File: src/rtl/hydro_axis_tx.sv
// Hydrophone 4x16-bit sample-set framer: buffers frames in a small FIFO
// and sends each one as two 32-bit AXI-Stream beats.
module hydro_axis_tx #(
  parameter int FIFO_DEPTH = 4,
  parameter int DROP_WIDTH = 16
) (
  input  logic                          clk,
  input  logic                          resetn,
  input  logic                          enable,
  input  logic                          sample_valid,
  input  logic [15:0]                   ch1,
  input  logic [15:0]                   ch2,
  input  logic [15:0]                   ch3,
  input  logic [15:0]                   ch4,
  output logic                          m_axis_tvalid,
  input  logic                          m_axis_tready,
  output logic [31:0]                   m_axis_tdata,
  output logic                          m_axis_tlast,
  output logic [$clog2(FIFO_DEPTH):0]   fifo_level,
  output logic [DROP_WIDTH-1:0]         drop_count,
  output logic                          overflow
);

  localparam int AW = $clog2(FIFO_DEPTH);
  localparam int LW = AW + 1;

  localparam logic BEAT0 = 1'b0;
  localparam logic BEAT1 = 1'b1;

  logic [AW-1:0]         wr_ptr_q, wr_ptr_d;
  logic [AW-1:0]         rd_ptr_q, rd_ptr_d;
  logic [LW-1:0]         level_q, level_d;
  logic                  phase_q, phase_d;
  logic [DROP_WIDTH-1:0] drop_q, drop_d;
  logic                  ovf_q, ovf_d;
  logic [63:0]           mem_q [FIFO_DEPTH];
  logic [63:0]           mem_d [FIFO_DEPTH];

  logic        empty;
  logic        full;
  logic        hs;
  logic        pop;
  logic        strobe;
  logic        push;
  logic        drop;
  logic [63:0] head;

  assign empty  = (level_q == '0);
  assign full   = (level_q == LW'(FIFO_DEPTH));
  assign hs     = m_axis_tvalid && m_axis_tready;
  assign pop    = hs && (phase_q == BEAT1);
  assign strobe = enable && sample_valid;
  assign push   = strobe && (!full || pop);
  assign drop   = strobe && full && !pop;
  assign head   = mem_q[rd_ptr_q];

  assign m_axis_tvalid = !empty;
  assign m_axis_tlast  = !empty && (phase_q == BEAT1);
  assign fifo_level    = level_q;
  assign drop_count    = drop_q;
  assign overflow      = ovf_q;

  always_comb begin
    m_axis_tdata = '0;
    if (!empty) begin
      m_axis_tdata = (phase_q == BEAT1) ? head[63:32] : head[31:0];
    end
  end

  // When full, a push only happens alongside a pop, so it lands in
  // the slot the head vacates on that same edge.
  always_comb begin
    for (int i = 0; i < FIFO_DEPTH; i++) begin
      mem_d[i] = mem_q[i];
    end
    if (push) begin
      mem_d[wr_ptr_q] = {ch4, ch3, ch2, ch1};
    end
  end

  always_comb begin
    wr_ptr_d = wr_ptr_q;
    rd_ptr_d = rd_ptr_q;
    level_d  = level_q;
    phase_d  = phase_q;
    drop_d   = drop_q;
    ovf_d    = ovf_q;
    if (push) begin
      wr_ptr_d = wr_ptr_q + 1'b1;
    end
    if (pop) begin
      rd_ptr_d = rd_ptr_q + 1'b1;
    end
    if (push && !pop) begin
      level_d = level_q + 1'b1;
    end else if (pop && !push) begin
      level_d = level_q - 1'b1;
    end
    if (hs) begin
      phase_d = ~phase_q;
    end
    if (drop) begin
      ovf_d = 1'b1;
      if (!(&drop_q)) begin
        drop_d = drop_q + 1'b1;
      end
    end
  end

  always_ff @(posedge clk) begin
    if (!resetn) begin
      wr_ptr_q <= '0;
      rd_ptr_q <= '0;
      level_q  <= '0;
      phase_q  <= BEAT0;
      drop_q   <= '0;
      ovf_q    <= 1'b0;
    end else begin
      wr_ptr_q <= wr_ptr_d;
      rd_ptr_q <= rd_ptr_d;
      level_q  <= level_d;
      phase_q  <= phase_d;
      drop_q   <= drop_d;
      ovf_q    <= ovf_d;
    end
  end

  always_ff @(posedge clk) begin
    for (int i = 0; i < FIFO_DEPTH; i++) begin
      mem_q[i] <= mem_d[i];
    end
  end

endmodule
File: config.mk
export PLATFORM = sky130hd
export DESIGN_NAME = hydro_axis_tx
export DESIGN_NICKNAME = d
export VERILOG_FILES = /design/src/rtl/hydro_axis_tx.sv
export SDC_FILE = /design/constraint.sdc
export NUM_CORES = 1
export LEC_CHECK = 0
export ABC_AREA = 1
export CORE_UTILIZATION = 56
export CTS_CLUSTER_SIZE = 8
export DETAILED_ROUTE_END_ITERATION = 10
export GPL_ROUTABILITY_DRIVEN = 0
export PLACE_DENSITY_LB_ADDON = 0.05
export RECOVER_POWER = 25
export SLEW_MARGIN = 25
export SYNTH_ARGS = -nofsm -noshare
export SYNTH_HDL_FRONTEND = slang
export SYNTH_SLANG_ARGS = --single-unit
File: constraint.sdc
create_clock -name clk -period 5.3 [get_ports clk]
set_input_delay 1.06 -clock clk [delete_from_list [all_inputs] [get_ports clk]]
set_output_delay 1.06 -clock clk [all_outputs]
set_load 0.005 [all_outputs]
# After elaboration in Yosys (flattened, before gate mapping)
# Memory sizes are Yosys's and may differ from the RTL's. A register that Yosys moved wholly into a read port is not among the register bits.
# Cells that the tools add are included.
# W data, S select, Z words.
[op_classes] addsub=5 magnitude_cmp=2 n_mux=10 bitwise_logic=3 n_eq_ne=1 n_reduce_logical=19
[op_table] cell="$bwmux W256" count=1
[op_table] cell="$mux W256" count=1
[op_table] cell="$demux W64 S2" count=1
[op_table] cell="$mux W32" count=2
[op_table] cell="$mux W64" count=1
[op_table] cell="$add A16 B1 Y16 const B" count=1
[op_table] cell="$reduce_and A16 Y1" count=1
[op_table] cell="$logic_and A1 B1 Y1" count=10
[op_table] cell="$mux W3" count=2
[op_table] cell="$add A2 B1 Y2 const B" count=2
[op_table] cell="$logic_not A1 Y1" count=4
[op_table] cell="$mux W2" count=2
[op_table] cell="$add A3 B1 Y3 const B" count=1
[op_table] cell="$eq A3 B3 Y1 const B" count=1
[op_table] cell="$ge A3 B3 Y1 const B" count=1
[op_table] cell="$logic_not A3 Y1" count=1
[op_table] cell="$lt A3 B1 Y1 const B" count=1
[op_table] cell="$not A2 Y3" count=1
[op_table] cell="$sub A3 B1 Y3 const B" count=1
[op_table] cell="$not A1 Y1" count=2
[op_table] cell="$reduce_and A2 Y1" count=1
[op_table] cell="$reduce_bool A2 Y1" count=1
[op_table] cell="$logic_or A1 B1 Y1" count=1
[word_totals] ram_bits=256 memories=1 input_bits=69 ff_bits=25
[memory_table] name="mem_q" words=4 word_bits=64 rd=5 rd_ports_with_merged_regs=1 write_ports=4 line_no="36" source="logic [63:0] mem_q [FIFO_DEPTH];"

# Longest topological paths before layout
# Gate-level depths: netlist of the first run.
[depth] depth_word=10 mapped_depth=13 mapped_depth_nobuf=13

# Worst setup path after synthesis of the first run
# No wires, ideal clock.
[synth_path] path_type="input-to-reg" startpoint="input m_axis_tready" endpoint="memory mem_q[0][0], enable pin" arrival_ps=4049 path_slack_ps=764 setup_ps=486 stages=4 path_cell_list="nand3_4 > nand3_1 > nand2_1 > nor2_1"
[synth_lines] item="start: declaration" line_no="16" source="input logic m_axis_tready,"
[synth_lines] item="end: declaration" line_no="36"

==> results.txt, run 1 <==
outcome -> completed
Hold Startpoint -> rd_ptr_q[1]$_SDFFE_PN0P_
cell count of the worst reg-to-reg path -> 7
Critical Path Source Type -> register
class of the worst hold path -> register to register
CTS tree -> done
total of hold buffers inserted after clock tree synthesis -> 0
cell with the largest stage delay on the worst path -> inv_2
Compound-Gate Fraction of Synth Area -> 0.08511
starting utilization of the core area -> 0.5797
total wire length -> 24750 um
number of max-cap violations -> 0
Adder-Cell Fraction of Synth Area -> 0.008292
chip height -> 145.1 um
top post-synthesis cells by area -> edfxtp_1 (67%), nor2_1 (6.0%), o21ai_0 (5.8%), dfxtp_1 (4.7%), nand2_1 (3.6%)
delay of the slowest cell on the worst path -> 0.78 ns
clock tree root buffer cell -> clkbuf_16
Core Region -> 0.01978 mm^2
layout filler cell count -> 1398
layout net count -> 1145
Async SR Flop Fraction -> 0
share of the clock period used by the worst path after layout -> 0.8442
drt wl/cell -> 18.24 um
io pins -> 123
per-cell via count in the routed design -> 5.527
# rows -> 51
Synth Cell Area -> 0.01147 mm^2
global-route wire length before repair -> 39020 um
CTS sink count -> 283
post-CTS setup buffers -> 0
Syn. warnings -> 0
largest vdd supply drop -> 0.2456 mV
mux share of post-synthesis cell area -> 0.02793
cell leakage power -> 4.809 nW
number of global-route vias before repair -> 7348
number of H-tree levels -> 2
Post-Layout Inst Area -> 0.01409 mm^2
clock insertion delay at the later pin of the skew report -> 0.53 ns
most instantiated library cell after synthesis -> edfxtp_1
PD cells -> 384.7 mW/mm^2
total iterations of the first detailed-routing run -> 5
Seq/Total Area, Yosys -> 0.7175
largest family of logic cells by synthesized area -> simple AND/OR/NAND/NOR gates
worst-margin pin slew -> 1.050 ns
width of the chip -> 145.1 um
XOR/XNOR share of the synthesized area -> 0.006110
post-synth top area cell -> edfxtp_1
clock transition time at the flip-flop clock pins of the worst setup and hold paths -> 0.05 ns
start of the worst register-to-register path -> fifo_level[0]$_SDFFE_PN0P_
Rel. slew slack -> 0.2991
Synth Flop Type -> edfxtp_1
register bit count reported by yosys -> 283
total of buffers placed on input and output ports -> 122
simple-gate share of the synthesized area -> 0.1243
final cell count without fillers -> 1357
worst hold margin -> 0.4578 ns
syn_nets -> 1018
count of antenna-violating nets left after detailed routing -> 0
total overflow reported by the global router -> 0
Syn-to-layout area delta -> 22.87%
number of flops mapped to enable cells by yosys -> 256
post-synth top area share -> 0.6704
total global routing track utilization -> 0.2388
Cells on Worst Hold Path -> 2
Post-Route Skew -> 0.02576 ns
Achievable Freq -> 223.5 MHz
Max FO, Critical Path -> 62
vias post-DR -> 7500
final hold violations -> 0
crit-path leading delay family -> buffers and inverters
# placed instances -> 1291
area enclosed by the die boundary -> 0.02105 mm^2
initial detailed-routing violation count -> 501
ordered list of cells on the worst path -> inv_2, buf_4, nor2_1, o21ai_1, nand3_1, nand2_1, clkdlybuf4s50_1
fraction of final layout cells with drive strength greater than 1 -> 0.06985
critical path class -> register to output pin
Post-Synthesis Mean Instance Area -> 12.17 um^2
Final Max Tran Viols -> 0
HPWL after detailed placement -> 14530 um
Final Critical Period -> 4.474 ns
unrepaired setup endpoints after global routing -> no
count of endpoints failing setup in the final report -> 0
arrival time at the worst endpoint -> 3.41 ns
worst reg2reg setup slack -> 2.40 ns
post-synthesis cell type count -> 30
PostCTS Resize Cnt -> 0
Max Root-Sink Buffers -> 3
destination of the worst register-to-register timing path -> mem_q[3][42]$_DFFE_PP_
DRC Markers -> 0
sum of negative setup slack -> 0 ns
antenna violations before repair -> 7
WP data required -> 4.24 ns
Setup crit end kind -> output pin
placed cell area -> 0.01294 mm^2
number of buffer and inverter stages on the critical path -> 3
commonest cells in the synthesized netlist -> edfxtp_1 (256), nor2_1 (182), o21ai_0 (132)
maximum number of pins on one net before global-route repair -> 70
number of instances in the synthesized netlist -> 942
number of buffers inserted during clock tree synthesis -> 41
-- power breakdown --
part | switching, mW | total (mW) | internal [mW]
logic | 0.321 | 0.587 | 0.265
registers | 0.0391 | 2.55 | 2.51
clock network | 0.868 | 2.28 | 1.41
total | 1.23 | 5.42 | 4.19
-- cell usage in the layout (no fill, tap or decap), types with 2 or more instances in the layout --
cell             count
edfxtp_1           256
nor2_1             178
o21ai_0            132
nand2_1            109
clkdlybuf4s50_1     84
clkbuf_16           41
nand3_1             40
dlygate4sd3_1       38
mux2i_1             32
o22ai_1             32
inv_1               26
dfxtp_1             25
clkbuf_1            17
o21ai_1             13
a21oi_1             10
buf_4               10
nor2_4               6
ha_1                 6
xor2_1               5
diode_2              4
nand2_2              3
nor2_2               3
xnor2_1              3
buf_12               3
nand2_4              2
nand4_1              2
dfxtp_4              2
clkinv_8             2
-- per-layer routing --
metal | track usage | routed length, um
met3 | 0.05660 | 1719
met4 | 0.07053 | 333
met5 | 0 | 27
met1 | 0.3325 | 11040
met2 | 0.3755 | 11630
-- worst reg2reg max path, cell delays in order, from the launching register on --
cell and delay (ns):
dfxtp_1 0.46, nor2_4 0.09, nand2_4 0.38, nand3_4 0.16, nand3_1 0.14, nand2_1 0.25
nor2_4 0.71, buf_12 0.36
-- sequential cells by signal, indices dropped and copies added (netlist names), named ones only --
name and count:
phase_q 1, drop_count 16, wr_ptr_q 2, overflow 1, rd_ptr_q 2, fifo_level 3, mem_q 256
-- worst max path at each step --
stage	startpoint	endpoint	slack, ns	cells after the start
after detailed placement	register	m_axis_tdata[23]	1.36	7
final	register	m_axis_tdata[23]	0.83	7
after CTS	register	m_axis_tdata[23]	0.81	7
after floorplan	m_axis_tready	mem_q[0][0]$_DFFE_PP_	0.76	4
after global routing	register	m_axis_tdata[18]	0.64	7
after global placement	register	m_axis_tdata[23]	1.36	7
-- through the flow --
stage               power, mW  setup WS (ns)  utilization
floorplan               2.862         0.7645            -
global placement        3.182          1.363       0.6542
detailed placement      3.190          1.359       0.6542
CTS                     5.473         0.8107       0.7118
global route            5.610         0.6350       0.7120
finish                  5.420         0.8257       0.7123
-- layout make-up --
type | count | area (um^2) | share of cell area
clock buffers | 58 | 1090 | 0.07735
diodes | 4 | 10.01 | 0.0007104
inverters | 27 | 101.3 | 0.007193
multi-input cells | 581 | 2917 | 0.2070
well taps | 265 | 331.6 | 0.02353
repair buffers | 135 | 1356 | 0.09626
clock inverters | 4 | 48.80 | 0.003463
flip-flops and latches | 283 | 8235 | 0.5845
-- cells by family (layout without fill, tap and decap cells) --
| family | Yosys count | in the layout |
|---|---|---|
| xor+xnor | 8 | 8 |
| fa+ha+maj | 7 | 7 |
| mux | 32 | 32 |
| compound gates | 187 | 187 |
| buf+inv | 78 | 224 |
| flops | 283 | 283 |
| other cells | 0 | 4 |
| simple gates | 347 | 347 |
No activity file was read; power rests on OpenSTA's default activity.
==> run 2, diff against run 1 <==
Clock period 5.3 ns to 4.3 ns, I/O delays scaled along.
==> results.txt, run 2 (synthesis results as in run 1) <==
outcome -> completed
Flop pwr share -> 0.468
arrival time at the worst endpoint -> 2.80 ns
register containing the most flip-flops in the final layout -> mem_q
post-CTS setup buffers -> 0
cell leakage power -> 4.825 nW
total wire length -> 23910 um
number of global-route vias before repair -> 7129
starting utilization of the core area -> 0.5797
part of the power in the clock network -> 0.422
number of buffers inserted during clock tree synthesis -> 41
largest vdd supply drop -> 0.3237 mV
total overflow reported by the global router -> 0
width of the chip -> 145.1 um
Final Critical Period -> 3.662 ns
number of flip-flops in the largest register -> 256
PostCTS Resize Cnt -> 0
clock insertion delay at the later pin of the skew report -> 0.50 ns
switching part of the total -> 0.2206
Max FO, Critical Path -> 32
total of buffers placed on input and output ports -> 122
number of max-cap violations -> 0
WP data required -> 3.44 ns
maximum number of pins on one net before global-route repair -> 127
sum of negative setup slack -> 0 ns
total of hold buffers inserted after clock tree synthesis -> 0
Core Region -> 0.01978 mm^2
count of antenna-violating nets left after detailed routing -> 0
delay of the slowest cell on the worst path -> 0.49 ns
antenna violations before repair -> 4
commonest non-fill, non-tap cell in the layout -> edfxtp_1
core occupancy in the finished layout -> 0.7144
sequential cell area -> 0.008235 mm^2
Achievable Freq -> 273.0 MHz
Syn-to-layout area delta -> 23.23%
share of the clock period used by the worst path after layout -> 0.8517
PD cells -> 474.0 mW/mm^2
fraction of final layout cells with drive strength greater than 1 -> 0.06919
area enclosed by the die boundary -> 0.02105 mm^2
layout net count -> 1144
initial detailed-routing violation count -> 642
clock tree root buffer cell -> clkbuf_16
DRC Markers -> 0
clock transition time at the flip-flop clock pins of the worst setup and hold paths -> 0.05 ns
cell with the largest stage delay on the worst path -> clkdlybuf4s50_1
final setup margin -> 0.6376 ns
number of buffer and inverter stages on the critical path -> 3
ordered list of cells on the worst path -> inv_2, buf_4, nor2_1, o22ai_1, nand2_1, nand2_1, clkdlybuf4s50_1
proportion of power drawn by combinational gates -> 0.111
final hold violations -> 0
chip height -> 145.1 um
Setup crit end kind -> output pin
total iterations of the first detailed-routing run -> 5
layout filler cell count -> 1392
global-route wire length before repair -> 38210 um
class of the worst hold path -> register to register
# rows -> 51
number of H-tree levels -> 2
per-cell via count in the routed design -> 5.519
Critical Path Source Type -> register
Post-Place Worst Slack -> 1.029 ns
internal power consumption -> 5.220 mW
count of endpoints failing setup in the final report -> 0
worst-margin pin slew -> 0.8921 ns
crit-path most repeated cell -> nand2_1
crit-path leading delay family -> buffers and inverters
# placed instances -> 1290
Post-Route Skew -> 0.01533 ns
post-route total power -> 6.698 mW
io pins -> 123
CTS tree -> done
power dissipated by switching net loads -> 1.478 mW
HPWL after detailed placement -> 13860 um
Rel. slew slack -> 0.4046
CTS sink count -> 283
unrepaired setup endpoints after global routing -> no
commonest cells after routing, fill and taps aside -> edfxtp_1 (256), nor2_1 (178), o21ai_0 (132), nand2_1 (109), clkdlybuf4s50_1 (84)
final cell count without fillers -> 1350
critical path class -> register to output pin
total global routing track utilization -> 0.2326
vias post-DR -> 7450
Max Root-Sink Buffers -> 3
drt wl/cell -> 17.71 um
area used by multi-input combinational logic -> 0.002917 mm^2
Final Max Tran Viols -> 0
==> run 2: cell count changes in the layout (fill, tap and decap cells not counted) <==
cell       delta
diode_2       -3
clkinv_8      -2
buf_4         -5
clkbuf_1      -3
buf_12        +4
clkbuf_16     +2
==> run 2: final timing paths <==
path,from,to,slack (ns),cells after the start
worst max-delay path,register,m_axis_tdata[5],0.64,7
worst min-delay path,rd_ptr_q[1]$_SDFFE_PN0P_,register,0.46,2
worst max register to register,fifo_level[0]$_SDFFE_PN0P_,fifo_level[2]$_SDFFE_PN0P_,1.48,13
worst min register to register,rd_ptr_q[1]$_SDFFE_PN0P_,register,0.46,2
==> run 2: tightest hold or removal path, stage by stage, from the launching register on <==
cell and delay (ns):
dfxtp_1 0.29, inv_1 0.05, a21oi_1 0.07
==> run 2: through the flow <==
| step | instance area [um^2] | hold slack, ns |
|---|---|---|
| global placement | 12980 | 0.4412 |
| CTS | 14130 | 0.4621 |
| global route | 14130 | 0.5016 |
| finish | 14130 | 0.4594 |
| detailed placement | 12980 | 0.4521 |
| floorplan | 11470 | 0.4362 |
==> run 2: area by class of cell <==
cell class	count	share of cell area
Inverter	27	0.007172
Antenna cell	1	0.0001771
Clock buffer	57	0.07986
Sequential cell	283	0.5828
Clock inverter	2	0.001151
Multi-Input combinational cell	581	0.2064
Tap cell	265	0.02346
Timing Repair Buffer	134	0.09899
==> run 2: per-layer routing <==
metal	wire length, um	track usage	up-vias
met4	437	0.07632	4
met2	11140	0.3618	231
met5	23	0	-
met3	1663	0.04686	38
li1	-	-	3604
met1	10640	0.3302	3573
==> run 2: power groups by stage <==
stage          combinational, mW  sequential (mW)  clock, mW
3_3_place_gp               0.748             3.18          0
5_1_grt                    0.813             3.14       2.98
4_1_cts                    0.756             3.13       2.86
2_1_floorplan              0.342             3.19          0
6_report                   0.741             3.13       2.82
3_5_place_dp               0.752             3.18          0
